==> config.mk <==
export PLATFORM = sky130hd
export DESIGN_NAME = apb_timer_cmp
export DESIGN_NICKNAME = d
export VERILOG_FILES = /design/src/rtl/apb_timer_cmp.sv
export SDC_FILE = /design/constraint.sdc
export NUM_CORES = 1
export LEC_CHECK = 0
export ABC_AREA = 1
export CORE_AREA = 2 2 149 151
export DETAILED_ROUTE_END_ITERATION = 10
export DIE_AREA = 0 0 151 153
export PLACE_DENSITY = 0.61
export SLEW_MARGIN = 10
export SYNTH_ARGS = -nofsm -noshare
export SYNTH_HDL_FRONTEND = slang
export SYNTH_SLANG_ARGS = --single-unit
==> constraint.sdc <==
create_clock -name clk_i -period 3.3 [get_ports clk_i]
set_clock_uncertainty 0.15 [all_clocks]
set_input_delay 0.495 -clock clk_i [delete_from_list [all_inputs] [get_ports clk_i]]
set_output_delay 0.495 -clock clk_i [all_outputs]
set_load 0.005 [all_outputs]
==> src/rtl/apb_timer_cmp.sv <==
// APB-mapped 32-bit timer with prescaler, compare register and sticky MATCH flag.
// One wait state per transfer; writes commit at the end of the ACK cycle.
module apb_timer_cmp #(
  parameter int APB_ADDR_WIDTH = 12,
  parameter int PRESC_WIDTH    = 4
) (
  input  logic                      clk_i,
  input  logic                      rst_i,
  input  logic                      psel_i,
  input  logic                      penable_i,
  input  logic                      pwrite_i,
  input  logic [APB_ADDR_WIDTH-1:0] paddr_i,
  input  logic [31:0]               pwdata_i,
  output logic [31:0]               prdata_o,
  output logic                      pready_o,
  output logic                      pslverr_o,
  output logic                      irq_o
);

  typedef enum logic {
    ST_IDLE,
    ST_ACK
  } state_e;

  localparam logic [2:0] REG_CTRL   = 3'd0;
  localparam logic [2:0] REG_COUNT  = 3'd1;
  localparam logic [2:0] REG_CMP    = 3'd2;
  localparam logic [2:0] REG_STATUS = 3'd3;
  localparam int         PRESC_LSB  = 8;

  state_e                 state_q;
  logic                   pready_q;
  logic                   pslverr_q;
  logic [31:0]            prdata_q;
  logic                   wrPend_q;
  logic [2:0]             wrAddr_q;
  logic [31:0]            wrData_q;

  logic                   en_q, en_d;
  logic                   autoClr_q, autoClr_d;
  logic                   irqEn_q, irqEn_d;
  logic [PRESC_WIDTH-1:0] presc_q, presc_d;
  logic [PRESC_WIDTH-1:0] prescCnt_q, prescCnt_d;
  logic [31:0]            count_q, count_d;
  logic [31:0]            cmp_q, cmp_d;
  logic                   match_q, match_d;

  logic [2:0]             regSel;
  logic                   regMapped;
  logic                   accessStart;
  logic [31:0]            readValue;
  logic                   commit;
  logic                   wrCtrl, wrCount, wrCmp, wrStatus;
  logic                   tick;
  logic                   hit;
  logic                   unusedAddrBits;

  assign regSel         = paddr_i[4:2];
  assign regMapped      = (regSel[2] == 1'b0);
  assign accessStart    = (state_q == ST_IDLE) && psel_i && penable_i;
  assign unusedAddrBits = ^{paddr_i[APB_ADDR_WIDTH-1:5], paddr_i[1:0]};

  always_comb begin
    readValue = '0;
    case (regSel)
      REG_CTRL: begin
        readValue[0]                         = en_q;
        readValue[1]                         = autoClr_q;
        readValue[2]                         = irqEn_q;
        readValue[PRESC_LSB +: PRESC_WIDTH]  = presc_q;
      end
      REG_COUNT:  readValue = count_q;
      REG_CMP:    readValue = cmp_q;
      REG_STATUS: readValue[0] = match_q;
      default:    readValue = '0;
    endcase
  end

  // Handshake FSM: read data is captured entering ACK, the write is held until ACK ends.
  always_ff @(posedge clk_i) begin
    if (rst_i) begin
      state_q   <= ST_IDLE;
      pready_q  <= 1'b0;
      prdata_q  <= '0;
      pslverr_q <= 1'b0;
      wrPend_q  <= 1'b0;
      wrAddr_q  <= '0;
      wrData_q  <= '0;
    end else begin
      case (state_q)
        ST_IDLE: begin
          if (accessStart) begin
            state_q   <= ST_ACK;
            pready_q  <= 1'b1;
            prdata_q  <= pwrite_i ? 32'd0 : readValue;
            pslverr_q <= !regMapped;
            wrPend_q  <= pwrite_i && regMapped;
            wrAddr_q  <= regSel;
            wrData_q  <= pwdata_i;
          end
        end
        default: begin
          state_q   <= ST_IDLE;
          pready_q  <= 1'b0;
          prdata_q  <= '0;
          pslverr_q <= 1'b0;
          wrPend_q  <= 1'b0;
        end
      endcase
    end
  end

  assign commit   = (state_q == ST_ACK) && wrPend_q;
  assign wrCtrl   = commit && (wrAddr_q == REG_CTRL);
  assign wrCount  = commit && (wrAddr_q == REG_COUNT);
  assign wrCmp    = commit && (wrAddr_q == REG_CMP);
  assign wrStatus = commit && (wrAddr_q == REG_STATUS);

  assign tick = en_q && (prescCnt_q == presc_q);
  assign hit  = tick && (count_q == cmp_q);

  // Timer next state: APB writes override tick updates, but a match beats a W1C.
  always_comb begin
    en_d       = en_q;
    autoClr_d  = autoClr_q;
    irqEn_d    = irqEn_q;
    presc_d    = presc_q;
    prescCnt_d = prescCnt_q;
    count_d    = count_q;
    cmp_d      = cmp_q;
    match_d    = match_q;

    if (!en_q || wrCtrl || tick) begin
      prescCnt_d = '0;
    end else begin
      prescCnt_d = prescCnt_q + 1'b1;
    end

    if (tick) begin
      count_d = (hit && autoClr_q) ? 32'd0 : count_q + 32'd1;
    end

    if (wrStatus && wrData_q[0]) begin
      match_d = 1'b0;
    end
    if (hit) begin
      match_d = 1'b1;
    end

    if (wrCtrl) begin
      en_d      = wrData_q[0];
      autoClr_d = wrData_q[1];
      irqEn_d   = wrData_q[2];
      presc_d   = wrData_q[PRESC_LSB +: PRESC_WIDTH];
    end
    if (wrCount) begin
      count_d = wrData_q;
    end
    if (wrCmp) begin
      cmp_d = wrData_q;
    end
  end

  always_ff @(posedge clk_i) begin
    if (rst_i) begin
      en_q       <= 1'b0;
      autoClr_q  <= 1'b0;
      irqEn_q    <= 1'b0;
      presc_q    <= '0;
      prescCnt_q <= '0;
      count_q    <= '0;
      cmp_q      <= 32'hFFFF_FFFF;
      match_q    <= 1'b0;
    end else begin
      en_q       <= en_d;
      autoClr_q  <= autoClr_d;
      irqEn_q    <= irqEn_d;
      presc_q    <= presc_d;
      prescCnt_q <= prescCnt_d;
      count_q    <= count_d;
      cmp_q      <= cmp_d;
      match_q    <= match_d;
    end
  end

  assign prdata_o  = prdata_q;
  assign pready_o  = pready_q;
  assign pslverr_o = pslverr_q;
  assign irq_o     = match_q & irqEn_q;

endmodule
Word-level counts from Yosys, hierarchy flattened
Index checks and enable logic that the tools add are counted.

Bitwise logic cells: 3. Eq/ne operators: 8. Reduce and logical (&&, ||, !) cells: 22. $add $sub $neg: 2. Mux-type cells: 12.

Operator list (number): 32-bit 2-to-1 mux (4); 20-bit one-hot mux with 2 select lines (1); 32-bit by 1-bit adder with 32-bit output, second input constant (1); 32-bit equality test (1); 3-bit by 2-bit equality test with 1-bit output, second input constant (4); 1-bit logical AND (12); 4-bit one-hot mux with 3 select lines (1); 5-bit one-hot mux with 2 select lines (1); 3-bit by 1-bit equality test with 1-bit output, second input constant (2); 3-bit logical NOT (2); 2-bit one-hot mux with 3 select lines (1); 4-bit by 1-bit adder with 4-bit output, second input constant (1); 4-bit equality test (1); 1-bit one-hot mux with 4 select lines (1); 2-bit nonzero test (2); 2-bit OR reduction (2); 1-bit 2-to-1 mux (3); 1-bit logical OR (2); 1-bit inverter (2); 2-bit AND reduction (1); 1-bit AND (1); 1-bit logical NOT (1).

Logic and storage cells: 62. Flip-flop bits (word level): 147.

Longest topological paths before layout
Word-level depth: 7. Gate-level depth with buffers: 12. Mapped depth without buffers: 11.

Worst setup path before layout
No wires, ideal clock.

Path kind: input to register. Start: input port rst_i. End: register cmp_q[10]. Arrival time: 1379 ps. Slack: 1633 ps. Stages on the path: 5. Buffers on the path: 3. Required time: 3012 ps. Cells stage by stage: clkbuf_1 -> inv_1 -> clkbuf_1 -> clkbuf_1 -> o211ai_1.

RTL lines: from (decl) (RTL line 8) `input logic rst_i,`; to (signal assigned) (RTL line 181) `cmp_q <= cmp_d;`; to (decl) (RTL line 45) `logic [31:0] cmp_q, cmp_d;`.

No word-level cell between the ends.

Final worst setup path
Start: register count_q[5]. End: register count_q[8].

Word-level cells in the longest chain between the ends: 6. Elaborated cells on any way between the ends: 7.

RTL lines: from (decl) (RTL line 44) `logic [31:0] count_q, count_d;`; from (signal assigned) (RTL line 180) `count_q <= count_d;`; parallel branches: the longest is 3 deep, another holds 32-bit by 1-bit adder with 32-bit output; 32-bit 2-to-1 mux (*) (RTL line 140) `count_d = (hit && autoClr_q) ? 32'd0 : count_q + 32'd1;`; 32-bit 2-to-1 mux (*) (RTL line 139) `if (tick) begin`; 32-bit 2-to-1 mux (*) (RTL line 156) `if (wrCount) begin`.

Every way passes the cells marked *. The select of a mux whose other input is x is not followed. A chain may end at the register's enable or synchronous reset.

==> impl_metrics.tcl <==
set metrics [dict create \
    sequentialPowerShare 0.454 \
    hold_violations 0 \
    max_freq_mhz 448 \
    fillCellCount 2304 \
    arrival_ps 2380 \
    switchingPower_uw 971 \
    ys_ff_latch 147 \
    start_util 0.343 \
    slew_viol_final 0 \
    p_int_mw 3.09 \
    post_layout_nonfiller_instances 1438 \
    drive_above_1_share 0.0699 \
    yosysSeqAreaShare 0.400 \
    cts_resized 0 \
    placedCellCount 1406 \
    viasPerCell 5.01 \
    grt-ovfl-total 0 \
    num_antenna_cells 0 \
    cp_num_buf_inv 1 \
    drt_wl_total_um 22300 \
    core_area_um2 21500 \
    area_growth_pct 21.3 \
    grt_pass1_wl_um 35700 \
    regToRegSetupSlack_ps 1070 \
    syn-cell-area_um2 7360 \
    min_from "prdata_o[7]" \
    tightest_slew_ps 818 \
    p_leak_nw 3.56 \
    status "complete, no violations" \
    holdPathStages 2 \
    vdd_ir_drop_max_v 0.000341 \
    yosysUniqueCellTypes 32 \
    vias 7199 \
    p_comb_frac 0.058 \
    ff2ff_path_depth 9 \
    max-clock-path-buffers 2 \
    clkPwrFrac 0.488 \
    wl_per_cell_um 15.5 \
    start_kind "flip-flop" \
    dpl.hpwl_um 15400 \
    path_class "flip-flop to flip-flop" \
    crit_path_end_kind "flip-flop" \
    dieHeight_um 153 \
    tns_ps 0 \
    layout.nets 1196 \
    powerDensity_nw_per_um2 454 \
    grt_max_degree 74 \
    multiInputGateArea_um2 3620 \
    final_cell_mix "nand2_1 (259), dfxtp_1 (147), inv_1 (142), nor2_1 (100), a21oi_1 (83)" \
    cap_violations 0 \
    cts_max_level 4 \
    mostFrequentLayoutCell "nand2_1" \
    relSlewSlack 0.454 \
    cpPeakStageDelay_ps 390 \
    cts_buffers 17 \
    drc_errors 0 \
    r2r_end "count_q[8]" \
    clk_pin_slew_ps 60 \
    synth_warnings 0 \
    cts-root-buf "clkbuf_16" \
    fin_crit_sh 0.676 \
    postCtsSetupBuffers 0 \
    postSynthAreaPerCell_um2 6.76 \
    setup_viol 0 \
    ctsHoldBuffers 0 \
    crit_chain "xnor2_1 -> nand2_1 -> nor2_1 -> nand2_1 -> nor2_1 -> nand3_2 -> buf_4 -> nand3_1 -> a21oi_1" \
    yosys.area_share.adder 0.00340 \
    antenna_found_initial 0 \
    switching_share 0.239 \
    finalCriticalPeriod_ps 2230 \
    hold_end "prdata_o[7]" \
    slowest_stage "dfxtp_1" \
    die_w_um 151 \
    place.gp.congestion 0.891 \
    clk_latency_ps 430 \
    grt_usage 0.198 \
    synthSimpleGateAreaFrac 0.283 \
    rsz0062_at_grt "false" \
    synthCells 1089 \
    synth_compound_area_frac 0.180 \
    cp_top_family "simple AND/OR/NAND/NOR gates" \
    port_buffers 74 \
    synth_xor_area_frac 0.0262 \
    synth_top_family_by_area "simple AND/OR/NAND/NOR gates" \
    synth.area.mux_share 0 \
    dr.pass1.iters 6 \
    first_iter_violations 565 \
    num_io_pins 84 \
    rows 54 \
    clock_sinks 147 \
    dieArea_um2 23100 \
    register_area_um2 2940 \
    cp.required_ps 3450 \
    cts_tree "yes" \
    rr_startpoint "count_q[5]" \
    hold_class "flip-flop to flip-flop" \
    grt_pass1_vias 6708 \
    crit_fanout 32 \
    antenna_left 0 \
    syn_nets 1140 \
]
## sequential cells by signal, summed over array words and instances, names as in the netlist, 3 cells and up
| register | cells |
|---|---|
| wrAddr_q | 3 |
| prdata_o | 32 |
| prescCnt_q | 4 |
| wrData_q | 32 |
| presc_q | 4 |
| count_q | 32 |
| cmp_q | 32 |
## cell type report
| type | count | area share |
|---|---|---|
| Sequential cell | 147 | 0.329 |
| Tap cell | 280 | 0.0392 |
| Timing Repair Buffer | 89 | 0.0955 |
| Multi-Input combinational cell | 739 | 0.406 |
| Clock buffer | 22 | 0.0531 |
| Clock inverter | 10 | 0.0139 |
| Inverter | 151 | 0.0634 |
## logic make-up after synthesis
| kind of cell | count (synthesis) |
|---|---|
| simple gates | 481 |
| compound gates | 234 |
| buf+inv | 203 |
| flops | 147 |
| xor+xnor | 22 |
| fa+ha+maj | 2 |
## per-stage QoR
stage / instance area [um^2] / setup WS, ps / hold WS, ps / power (mW) / util
CTS: 8930 / 1120 / 317 / 4.09 / 0.416
global route: 8930 / 895 / 332 / 4.20 / 0.416
detailed placement: 8340 / 838 / 307 / 2.12 / 0.388
floorplan: 7360 / 1630 / 291 / 2.00 / -
global placement: 8340 / 871 / 305 / 2.12 / 0.388
finish: 8930 / 1070 / 315 / 4.06 / 0.416
## worst reg2reg max path: cells and delay by family (launching register included)
kind                      cells  cell delay (ps)
and+or+nand+nor               6              870
xor gates and xnor gates      1              370
AOI/OAI and AO/OA             1               60
buffers and inverters         1              270
DFF                           1              390
## Yosys cell counts, drive strengths merged
| library cell | number | area share |
|---|---|---|
| o21ai | 75 | 0.051 |
| o21bai | 1 | 0.0010 |
| nand3 | 78 | 0.060 |
| nor3 | 14 | 0.011 |
| o211ai | 32 | 0.033 |
| inv | 149 | 0.076 |
| clkbuf | 39 | 0.020 |
| clkinv | 2 | 0.0010 |
| nor2 | 110 | 0.061 |
| o221ai | 2 | 0.0024 |
| xor2 | 19 | 0.023 |
| nand4 | 16 | 0.016 |
| dfxtp | 147 | 0.40 |
| ha | 2 | 0.0034 |
| o22ai | 39 | 0.033 |
| buf | 13 | 0.011 |
| a21oi | 85 | 0.060 |
| xnor2 | 3 | 0.0036 |
| nand2 | 263 | 0.14 |
## routing by layer
layer	up-vias	track usage	routed length, um
met3	40	0.0421	1220
met2	194	0.323	10500
li1	3666	-	-
met5	-	0	0
met4	0	0.0672	507
met1	3299	0.258	10100
## how the worst max path moves through the flow
stage          startpoint           end  slack, ps  cells past startpoint
2_1_floorplan       rst_i     cmp_q[10]       1630                      5
6_report       count_q[5]    count_q[8]       1070                      9
3_5_place_dp   paddr_i[3]  prdata_o[10]        840                      7
4_1_cts        count_q[5]    count_q[8]       1120                      9
3_3_place_gp   paddr_i[3]  prdata_o[10]        870                      7
5_1_grt        count_q[5]   count_q[31]        900                      9
## power by group through the flow
| stage | Clock (mW) | Sequential (mW) | Combinational [mW] |
|---|---|---|---|
| 2_1_floorplan | 0 | 1.87 | 0.126 |
| 3_5_place_dp | 0 | 1.88 | 0.238 |
| 6_report | 1.98 | 1.84 | 0.235 |
| 3_3_place_gp | 0 | 1.88 | 0.236 |
| 5_1_grt | 2.09 | 1.84 | 0.260 |
| 4_1_cts | 2.01 | 1.84 | 0.238 |
(Power assumes the default switching activity.)
